`src/rtl/bmp_pkg.sv`:
```
// Shared constants, state encoding and size helpers for the BMP stream writer.
package bmp_pkg;

  localparam int BMP_HDR_BYTES = 54;
  localparam int DIB_HDR_BYTES = 40;

  // State encoding kept as plain vectors so older tools and dumps decode it.
  typedef logic [2:0] bmp_state_t;
  localparam bmp_state_t ST_IDLE   = 3'd0;
  localparam bmp_state_t ST_HEADER = 3'd1;
  localparam bmp_state_t ST_PIXEL  = 3'd2;
  localparam bmp_state_t ST_PAD    = 3'd3;
  localparam bmp_state_t ST_DONE   = 3'd4;

  // Bytes per stored row: raw pixel bytes rounded up to a 4-byte multiple.
  function automatic int row_bytes(input int width, input int bpp);
    return ((width * (bpp / 8)) + 3) / 4 * 4;
  endfunction

  // Total file size: both headers plus every padded row.
  function automatic int file_bytes(input int width, input int height, input int bpp);
    return BMP_HDR_BYTES + height * row_bytes(width, bpp);
  endfunction

endpackage

```
`src/rtl/bmp_header_rom.sv`:
```
// Combinational lookup of the 54-byte BMP + DIB header for a fixed image geometry.
module bmp_header_rom
  import bmp_pkg::*;
#(
  parameter int WIDTH  = 640,
  parameter int HEIGHT = 426,
  parameter int BPP    = 24
) (
  input  logic [5:0] idx_i,
  output logic [7:0] byte_o
);

  localparam logic [31:0] FILE_SZ = 32'(file_bytes(WIDTH, HEIGHT, BPP));
  localparam logic [31:0] IMG_SZ  = 32'(HEIGHT * row_bytes(WIDTH, BPP));
  localparam logic [31:0] OFF_SZ  = 32'(BMP_HDR_BYTES);
  localparam logic [31:0] DIB_SZ  = 32'(DIB_HDR_BYTES);
  localparam logic [31:0] W_FLD   = 32'(WIDTH);
  localparam logic [31:0] NEG_H   = 32'(-HEIGHT);
  localparam logic [15:0] BPP_FLD = 16'(BPP);

  // Every multi-byte field starts at an address that is 2 mod 4, so one
  // 32-bit word per group and a fixed lane rotation cover the whole header.
  logic [1:0]  lane_s;
  logic [31:0] word_s;

  assign lane_s = idx_i[1:0] ^ 2'b10;

  // Pick the field word covering this address, then the little-endian lane.
  always_comb begin
    word_s = 32'h0000_0000;
    case (idx_i)
      6'd0, 6'd1:                word_s = 32'h4D42_0000;
      6'd2, 6'd3, 6'd4, 6'd5:    word_s = FILE_SZ;
      6'd10, 6'd11, 6'd12, 6'd13: word_s = OFF_SZ;
      6'd14, 6'd15, 6'd16, 6'd17: word_s = DIB_SZ;
      6'd18, 6'd19, 6'd20, 6'd21: word_s = W_FLD;
      6'd22, 6'd23, 6'd24, 6'd25: word_s = NEG_H;
      6'd26, 6'd27, 6'd28, 6'd29: word_s = {BPP_FLD, 16'h0001};
      6'd34, 6'd35, 6'd36, 6'd37: word_s = IMG_SZ;
      default:                   word_s = 32'h0000_0000;
    endcase
    byte_o = word_s[{lane_s, 3'b000} +: 8];
  end

endmodule

```
`src/rtl/bmp_stream_writer.sv`:
```
// Turns a beat stream of RGB pixels into the byte stream of a top-down BMP file.
module bmp_stream_writer
  import bmp_pkg::*;
#(
  parameter int WIDTH  = 640,
  parameter int HEIGHT = 426,
  parameter int PPB    = 2,
  parameter int BPP    = 24
) (
  input  logic              HCLK,
  input  logic              HRESETn,
  input  logic              start,
  input  logic              in_valid,
  output logic              in_ready,
  input  logic [PPB*24-1:0] in_data,
  input  logic              in_last,
  output logic              out_valid,
  input  logic              out_ready,
  output logic [7:0]        out_data,
  output logic              out_last,
  output logic              busy,
  output logic              frame_done,
  output logic              frame_err,
  output logic [15:0]       frame_count
);

  localparam int BYTES_PP   = BPP / 8;
  localparam int BEAT_BYTES = PPB * BYTES_PP;
  localparam int PAD        = row_bytes(WIDTH, BPP) - WIDTH * BYTES_PP;
  localparam bit PAD_EN     = (PAD > 0);

  localparam logic [5:0]  HDR_LAST  = 6'(BMP_HDR_BYTES - 1);
  localparam logic [5:0]  BEAT_LAST = 6'(BEAT_BYTES - 1);
  localparam logic [5:0]  PAD_LAST  = 6'(PAD_EN ? PAD - 1 : 0);
  localparam logic [15:0] COL_LAST  = 16'(WIDTH / PPB - 1);
  localparam logic [15:0] ROW_LAST  = 16'(HEIGHT - 1);

  bmp_state_t            state_q, state_d;
  logic [5:0]            byte_idx_q, byte_idx_d;
  logic [15:0]           col_q, col_d;
  logic [15:0]           row_q, row_d;
  logic [PPB*24-1:0]     beat_q, beat_d;
  logic                  beat_full_q, beat_full_d;
  logic                  out_valid_q, out_valid_d;
  logic [7:0]            out_data_q, out_data_d;
  logic                  out_last_q, out_last_d;
  logic                  frame_err_q, frame_err_d;
  logic                  busy_q;
  logic                  frame_done_q;
  logic [15:0]           frame_count_q;

  logic                  in_ready_s, can_load_s, out_accept_s, beat_take_s, final_beat_s;
  logic [7:0]            hdr_byte_s, pix_byte_s;
  logic [PPB*32-1:0]     beat_ext_s;

  assign in_ready_s   = (state_q == ST_PIXEL) & ~beat_full_q;
  assign out_accept_s = out_valid_q & out_ready;
  assign can_load_s   = ~out_valid_q | out_ready;
  assign beat_take_s  = in_valid & in_ready_s;
  assign final_beat_s = (row_q == ROW_LAST) & (col_q == COL_LAST);

  bmp_header_rom #(.WIDTH(WIDTH), .HEIGHT(HEIGHT), .BPP(BPP)) u_hdr (
    .idx_i  (byte_idx_q),
    .byte_o (hdr_byte_s)
  );

  // Pick the byte of the held beat addressed by byte_idx (B,G,R then 0x00 fill).
  always_comb begin
    pix_byte_s = 8'h00;
    for (int p = 0; p < PPB; p++) begin
      beat_ext_s[32*p +: 32] = {8'h00, beat_q[24*p +: 24]};
    end
    for (int p = 0; p < PPB; p++) begin
      for (int c = 0; c < BYTES_PP; c++) begin
        if (byte_idx_q == 6'(p * BYTES_PP + c)) begin
          pix_byte_s = beat_ext_s[32*p + 8*c +: 8];
        end else begin
          pix_byte_s = pix_byte_s;
        end
      end
    end
  end

  // Frame sequencing: decides the next output byte and walks header, rows and pad.
  always_comb begin
    state_d     = state_q;
    byte_idx_d  = byte_idx_q;
    col_d       = col_q;
    row_d       = row_q;
    beat_d      = beat_q;
    beat_full_d = beat_full_q;
    out_valid_d = out_valid_q & ~out_ready;
    out_last_d  = out_last_q & ~out_accept_s;
    out_data_d  = out_data_q;
    frame_err_d = frame_err_q;
    case (state_q)
      ST_IDLE: begin
        // The first header byte is loaded on the start edge itself.
        if (start) begin
          state_d     = ST_HEADER;
          frame_err_d = 1'b0;
          out_valid_d = 1'b1;
          out_data_d  = hdr_byte_s;
          out_last_d  = 1'b0;
          byte_idx_d  = 6'd1;
          row_d       = 16'd0;
          col_d       = 16'd0;
        end else begin
          byte_idx_d  = 6'd0;
        end
      end
      ST_HEADER: begin
        if (can_load_s) begin
          out_valid_d = 1'b1;
          out_data_d  = hdr_byte_s;
          out_last_d  = 1'b0;
          if (byte_idx_q == HDR_LAST) begin
            state_d    = ST_PIXEL;
            byte_idx_d = 6'd0;
          end else begin
            byte_idx_d = byte_idx_q + 6'd1;
          end
        end else begin
          state_d = ST_HEADER;
        end
      end
      ST_PIXEL: begin
        if (beat_take_s) begin
          beat_d      = in_data;
          beat_full_d = 1'b1;
          if (in_last != final_beat_s) begin
            frame_err_d = 1'b1;
          end else begin
            frame_err_d = frame_err_q;
          end
        end else if (beat_full_q && can_load_s) begin
          out_valid_d = 1'b1;
          out_data_d  = pix_byte_s;
          out_last_d  = 1'b0;
          if (byte_idx_q == BEAT_LAST) begin
            byte_idx_d  = 6'd0;
            beat_full_d = 1'b0;
            if (col_q == COL_LAST) begin
              col_d = 16'd0;
              if (PAD_EN) begin
                state_d = ST_PAD;
              end else if (row_q == ROW_LAST) begin
                state_d    = ST_DONE;
                out_last_d = 1'b1;
              end else begin
                row_d = row_q + 16'd1;
              end
            end else begin
              col_d = col_q + 16'd1;
            end
          end else begin
            byte_idx_d = byte_idx_q + 6'd1;
          end
        end else begin
          state_d = ST_PIXEL;
        end
      end
      ST_PAD: begin
        if (can_load_s) begin
          out_valid_d = 1'b1;
          out_data_d  = 8'h00;
          out_last_d  = 1'b0;
          if (byte_idx_q == PAD_LAST) begin
            byte_idx_d = 6'd0;
            if (row_q == ROW_LAST) begin
              state_d    = ST_DONE;
              out_last_d = 1'b1;
            end else begin
              state_d = ST_PIXEL;
              row_d   = row_q + 16'd1;
            end
          end else begin
            byte_idx_d = byte_idx_q + 6'd1;
          end
        end else begin
          state_d = ST_PAD;
        end
      end
      ST_DONE: begin
        // Stay until the sink has taken the final byte.
        if (out_accept_s) begin
          state_d = ST_IDLE;
        end else begin
          state_d = ST_DONE;
        end
      end
      default: begin
        state_d = ST_IDLE;
      end
    endcase
  end

  // Datapath and FSM registers.
  always_ff @(posedge HCLK or negedge HRESETn) begin
    if (!HRESETn) begin
      state_q     <= ST_IDLE;
      byte_idx_q  <= 6'd0;
      col_q       <= 16'd0;
      row_q       <= 16'd0;
      beat_q      <= '0;
      beat_full_q <= 1'b0;
      out_valid_q <= 1'b0;
      out_data_q  <= 8'h00;
      out_last_q  <= 1'b0;
      frame_err_q <= 1'b0;
    end else begin
      state_q     <= state_d;
      byte_idx_q  <= byte_idx_d;
      col_q       <= col_d;
      row_q       <= row_d;
      beat_q      <= beat_d;
      beat_full_q <= beat_full_d;
      out_valid_q <= out_valid_d;
      out_data_q  <= out_data_d;
      out_last_q  <= out_last_d;
      frame_err_q <= frame_err_d;
    end
  end

  // Status: busy tracks the next state, completion pulses after the final byte is taken.
  always_ff @(posedge HCLK or negedge HRESETn) begin
    if (!HRESETn) begin
      busy_q        <= 1'b0;
      frame_done_q  <= 1'b0;
      frame_count_q <= 16'd0;
    end else begin
      busy_q       <= (state_d != ST_IDLE);
      frame_done_q <= (state_q == ST_DONE) & out_accept_s;
      if ((state_q == ST_DONE) && out_accept_s) begin
        frame_count_q <= frame_count_q + 16'd1;
      end else begin
        frame_count_q <= frame_count_q;
      end
    end
  end

  assign in_ready    = in_ready_s;
  assign out_valid   = out_valid_q;
  assign out_data    = out_data_q;
  assign out_last    = out_last_q;
  assign busy        = busy_q;
  assign frame_done  = frame_done_q;
  assign frame_err   = frame_err_q;
  assign frame_count = frame_count_q;

endmodule

```
`config.mk`:
```
export PLATFORM = sky130hd
export DESIGN_NAME = bmp_stream_writer
export DESIGN_NICKNAME = d
export VERILOG_FILES = /design/src/rtl/bmp_pkg.sv /design/src/rtl/bmp_header_rom.sv /design/src/rtl/bmp_stream_writer.sv
export SDC_FILE = /design/constraint.sdc
export NUM_CORES = 1
export LEC_CHECK = 0
export BUFFER_PORTS_ARGS = -buffer_cell sky130_fd_sc_hd__buf_2
export CORE_UTILIZATION = 45
export CTS_BUF_LIST = sky130_fd_sc_hd__clkbuf_4
export DETAILED_ROUTE_END_ITERATION = 10
export GPL_ROUTABILITY_DRIVEN = 0
export PLACE_DENSITY = 0.67
export SLEW_MARGIN = 20
export SYNTH_ARGS = -nofsm -noshare
export SYNTH_HDL_FRONTEND = slang
export SYNTH_SLANG_ARGS = --single-unit
```
`constraint.sdc`:
```
create_clock -name HCLK -period 2.1 [get_ports HCLK]
set_input_delay 0.42 -clock HCLK [delete_from_list [all_inputs] [get_ports HCLK]]
set_output_delay 0.42 -clock HCLK [all_outputs]
set_load 0.02 [all_outputs]
```
==> flow_summary.ini <==
[final_layout]
layout-area-overhead-vs-synth_pct = 28.9
nNetsFinal = 879
multi_input_area_um2 = 3480
fin_cells = 1007
antenna_cells_inserted = 0
fillCellCount = 1179
ff_latch_area_um2 = 2980
post-route-util = 0.594
share_of_layout_cells_above_drive_strength_1 = 0.393

[critical_path]
timing.critical_path.cells = or3b_4 -> nor2_4 -> buf_6
cp-end-kind = output pin
critPathLaunchType = register
worst-path-max-fanout = 3
cell_with_the_largest_stage_delay_on_the_worst_path = dfrtp_2
worst-setup-path-type = reg -> out
crit_start = state_q[0]
worstPathRequired_ns = 1.68
r2r-start = byte_idx_q[1]
worst_path_arrival_time_ns = 1.73
cp_slowest_stage_delay_ns = 0.43

[sta]
timing.clock.skew_ns = 0.0237
rsz0062_at_grt = true
slew_viol_final = 0
timing.setup.tns_ns = -0.117
worst_slack_ns = -0.0513
worst_slew_pin_slew_ns = 0.544
timing.slew.headroom = 0.637
hold_violations = 0
max_freq_mhz = 465
min_period_ns = 2.15
fin_crit_sh = 1.02
setup_violations = 4

[clock_tree]
tritoncts = built
clock_tree_root = clkbuf_4
clkTransAtPathRegs_ns = 0.12
clock_tree.htree_level_count = 4
cts_max_path_buffers = 2
cts.sinks = 119
worst_skew_pair.late_latency_ns = 0.58
number_of_buffers_created_by_cts = 17

[routing]
total_detailed_routing_wirelength_um = 17500
wl_per_cell_um = 17.4
detail_route.vias_per_cell = 5.77
detailedRoute.firstIterationViolations = 369
vias = 5812
drt_pass1_iterations = 5
drcViolationCount = 0
drtAntennaViolNets = 0

[synth]
synth.distinct_cells = 69
yosys_register_bits = 119
syn_nets = 712
number_of_standard_cells_after_synthesis = 647
yosysWarningCount = 0
synth_top_flop_cell = dfrtp_1
netlist_area_um2 = 6370
yosysSeqAreaShare = 0.468
synth_enable_flop_cells = 0
synth_async_sr_flop_share = 1.00
syn-mean-instance-area_um2 = 9.84

[grt]
antenna_found_initial = 0
grt_max_degree = 51
first_pass_grt_wire_length_um = 27800
number_of_global_route_vias_before_repair = 5723
gr-usage-all-layers = 0.245
grt_overflow = 0

[worst_hold_path]
hp-class = in -> reg
hold_path.startpoint = in_data[31]

[run_status]
failed_checks = negative setup slack
status = finished with violations

[placed_design]
place_inst = 951
port_buffers = 83
dpl.hpwl_um = 12500

[floorplan]
floorplan.core_area_um2 = 13800
placementRows = 43
initial_core_util = 0.461
ports = 84
die-area_um2 = 14600
fp.dieW_um = 121
die_y_um = 121

[power_and_ir_drop]
power-per-cell-area_nw_per_um2 = 1110
vdd.ir_drop.worst_mv = 0.615
power.leakage_nw = 3.76

[run]
maxCapViolCount = 0
worst max-delay path: cells and delay by family (launching register included):
kind | cells | cell delay [ns]
simple gates | 2 | 0.60
buf+inv | 1 | 0.14
flops | 1 | 0.43
routing by layer:
layer | global-route usage | wire length (µm) | vias up
met5 | 0 | 0 | -
met4 | 0.114 | 476 | 0
met3 | 0.0592 | 744 | 42
met1 | 0.299 | 7460 | 2886
li1 | - | - | 2710
met2 | 0.406 | 8800 | 174
timing repair:
action                                 in CTS  in global routing
endpoints found under the hold margin      32                  0
setup buffers                              10                 12
hold buffers                                1                  0
resized for setup                          19                 57
gates cloned                                0                  1
pin swaps                                  11                 28
setup endpoints to repair                  28                 43
placed cells by master (no fill, tap or decap), drive strengths merged, types with 5 or more instances in the layout:
| master | instances |
|---|---|
| a211oi | 7 |
| a21oi | 43 |
| a31oi | 7 |
| a32oi | 6 |
| and2 | 7 |
| and3 | 13 |
| buf | 179 |
| clkbuf | 17 |
| clkinv | 7 |
| clkinvlp | 5 |
| dfrtp | 119 |
| ha | 11 |
| inv | 13 |
| mux2 | 49 |
| nand2 | 65 |
| nand2b | 12 |
| nand3 | 26 |
| nand4 | 15 |
| nor2 | 40 |
| nor3 | 15 |
| nor4 | 5 |
| o211ai | 7 |
| o21ai | 64 |
| o31ai | 9 |
| or3 | 9 |
| xnor2 | 17 |
| xor2 | 6 |
per-stage QoR:
stage	total power, mW	worst slack [ns]	hold slack, ns	instance area, µm²
after floorplan	5.60	-0.0120	0.124	6410
after global placement	6.89	0.0535	0.426	7500
after detailed placement	7.04	-0.118	0.432	7500
after CTS	8.78	-0.110	0.0230	7920
after global routing	9.63	-0.141	0.0270	8210
final	9.09	-0.0513	0.0642	8210
path summary, 6_finish.rpt:
check / end / slack, ns / cells after the start
hold reg to reg: col_q[15] / 0.49 / 1
min in group asynchronous: beat_q[37] / 0.36 / 2
setup reg to reg: row_q[12] / -0.03 / 9
hold / removal: beat_q[31] / 0.06 / 2
setup / recovery: in_ready / -0.05 / 3
max in group asynchronous: beat_q[14] / 1.14 / 3
state kept, by name, indices dropped and copies added (netlist names):
name and flops:
row_q 16, frame_done 1, beat_full_q 1, beat_q 48
frame_err 1, out_last 1, busy 1, col_q 16
frame_count 16, out_valid 1, state_q 3, byte_idx_q 6
out_data 8
final cells by class:
class	count	area share
clock buffers	17	0.0155
clock inverters	15	0.0157
inverters	11	0.00503
multi-input cells	485	0.424
flip-flops and latches	119	0.363
well taps	180	0.0274
repair buffers	180	0.149
cells in the mapped netlist (7+ instances only):
cell	n	area, µm²
mux2_2	49	552
o21ai_0	59	295
a211oi_1	7	52.6
nor2_1	38	143
nand3_1	24	120
nand2b_1	12	75.1
or3_1	9	56.3
inv_1	10	37.5
and3_1	13	81.3
o211ai_1	7	52.6
nand4_1	15	93.8
a21oi_1	41	205
o31ai_1	9	67.6
nand2_1	63	236
nor3_1	13	65.1
xnor2_1	17	149
a31oi_1	7	43.8
ha_1	11	138
clkbuf_1	18	67.6
buf_2	8	40.0
and2_1	7	43.8
dfrtp_1	119	2980
power by group:
part / leakage (nW) / internal (mW) / switching [mW] / total (mW)
combinational: 2.05 / 1.98 / 2.43 / 4.41
clock: 0.126 / 0.584 / 0.989 / 1.57
sequential: 1.59 / 2.78 / 0.333 / 3.11
logic make-up (layout without fill, tap and decap cells):
kind of cell             count (synthesis)  count (layout)  share of synthesized area
multiplexers                            50              50                     0.0882
AO/OA/AOI/OAI                          168             168                      0.164
flip-flops                             119             119                      0.468
buffers and inverters                   43             223                     0.0289
AND/OR/NAND/NOR                        233             233                      0.198
adder cells (fa/ha/maj)                 11              11                     0.0216
XOR/XNOR                                23              23                     0.0316
Note: power is estimated with default switching activity, not from simulation.
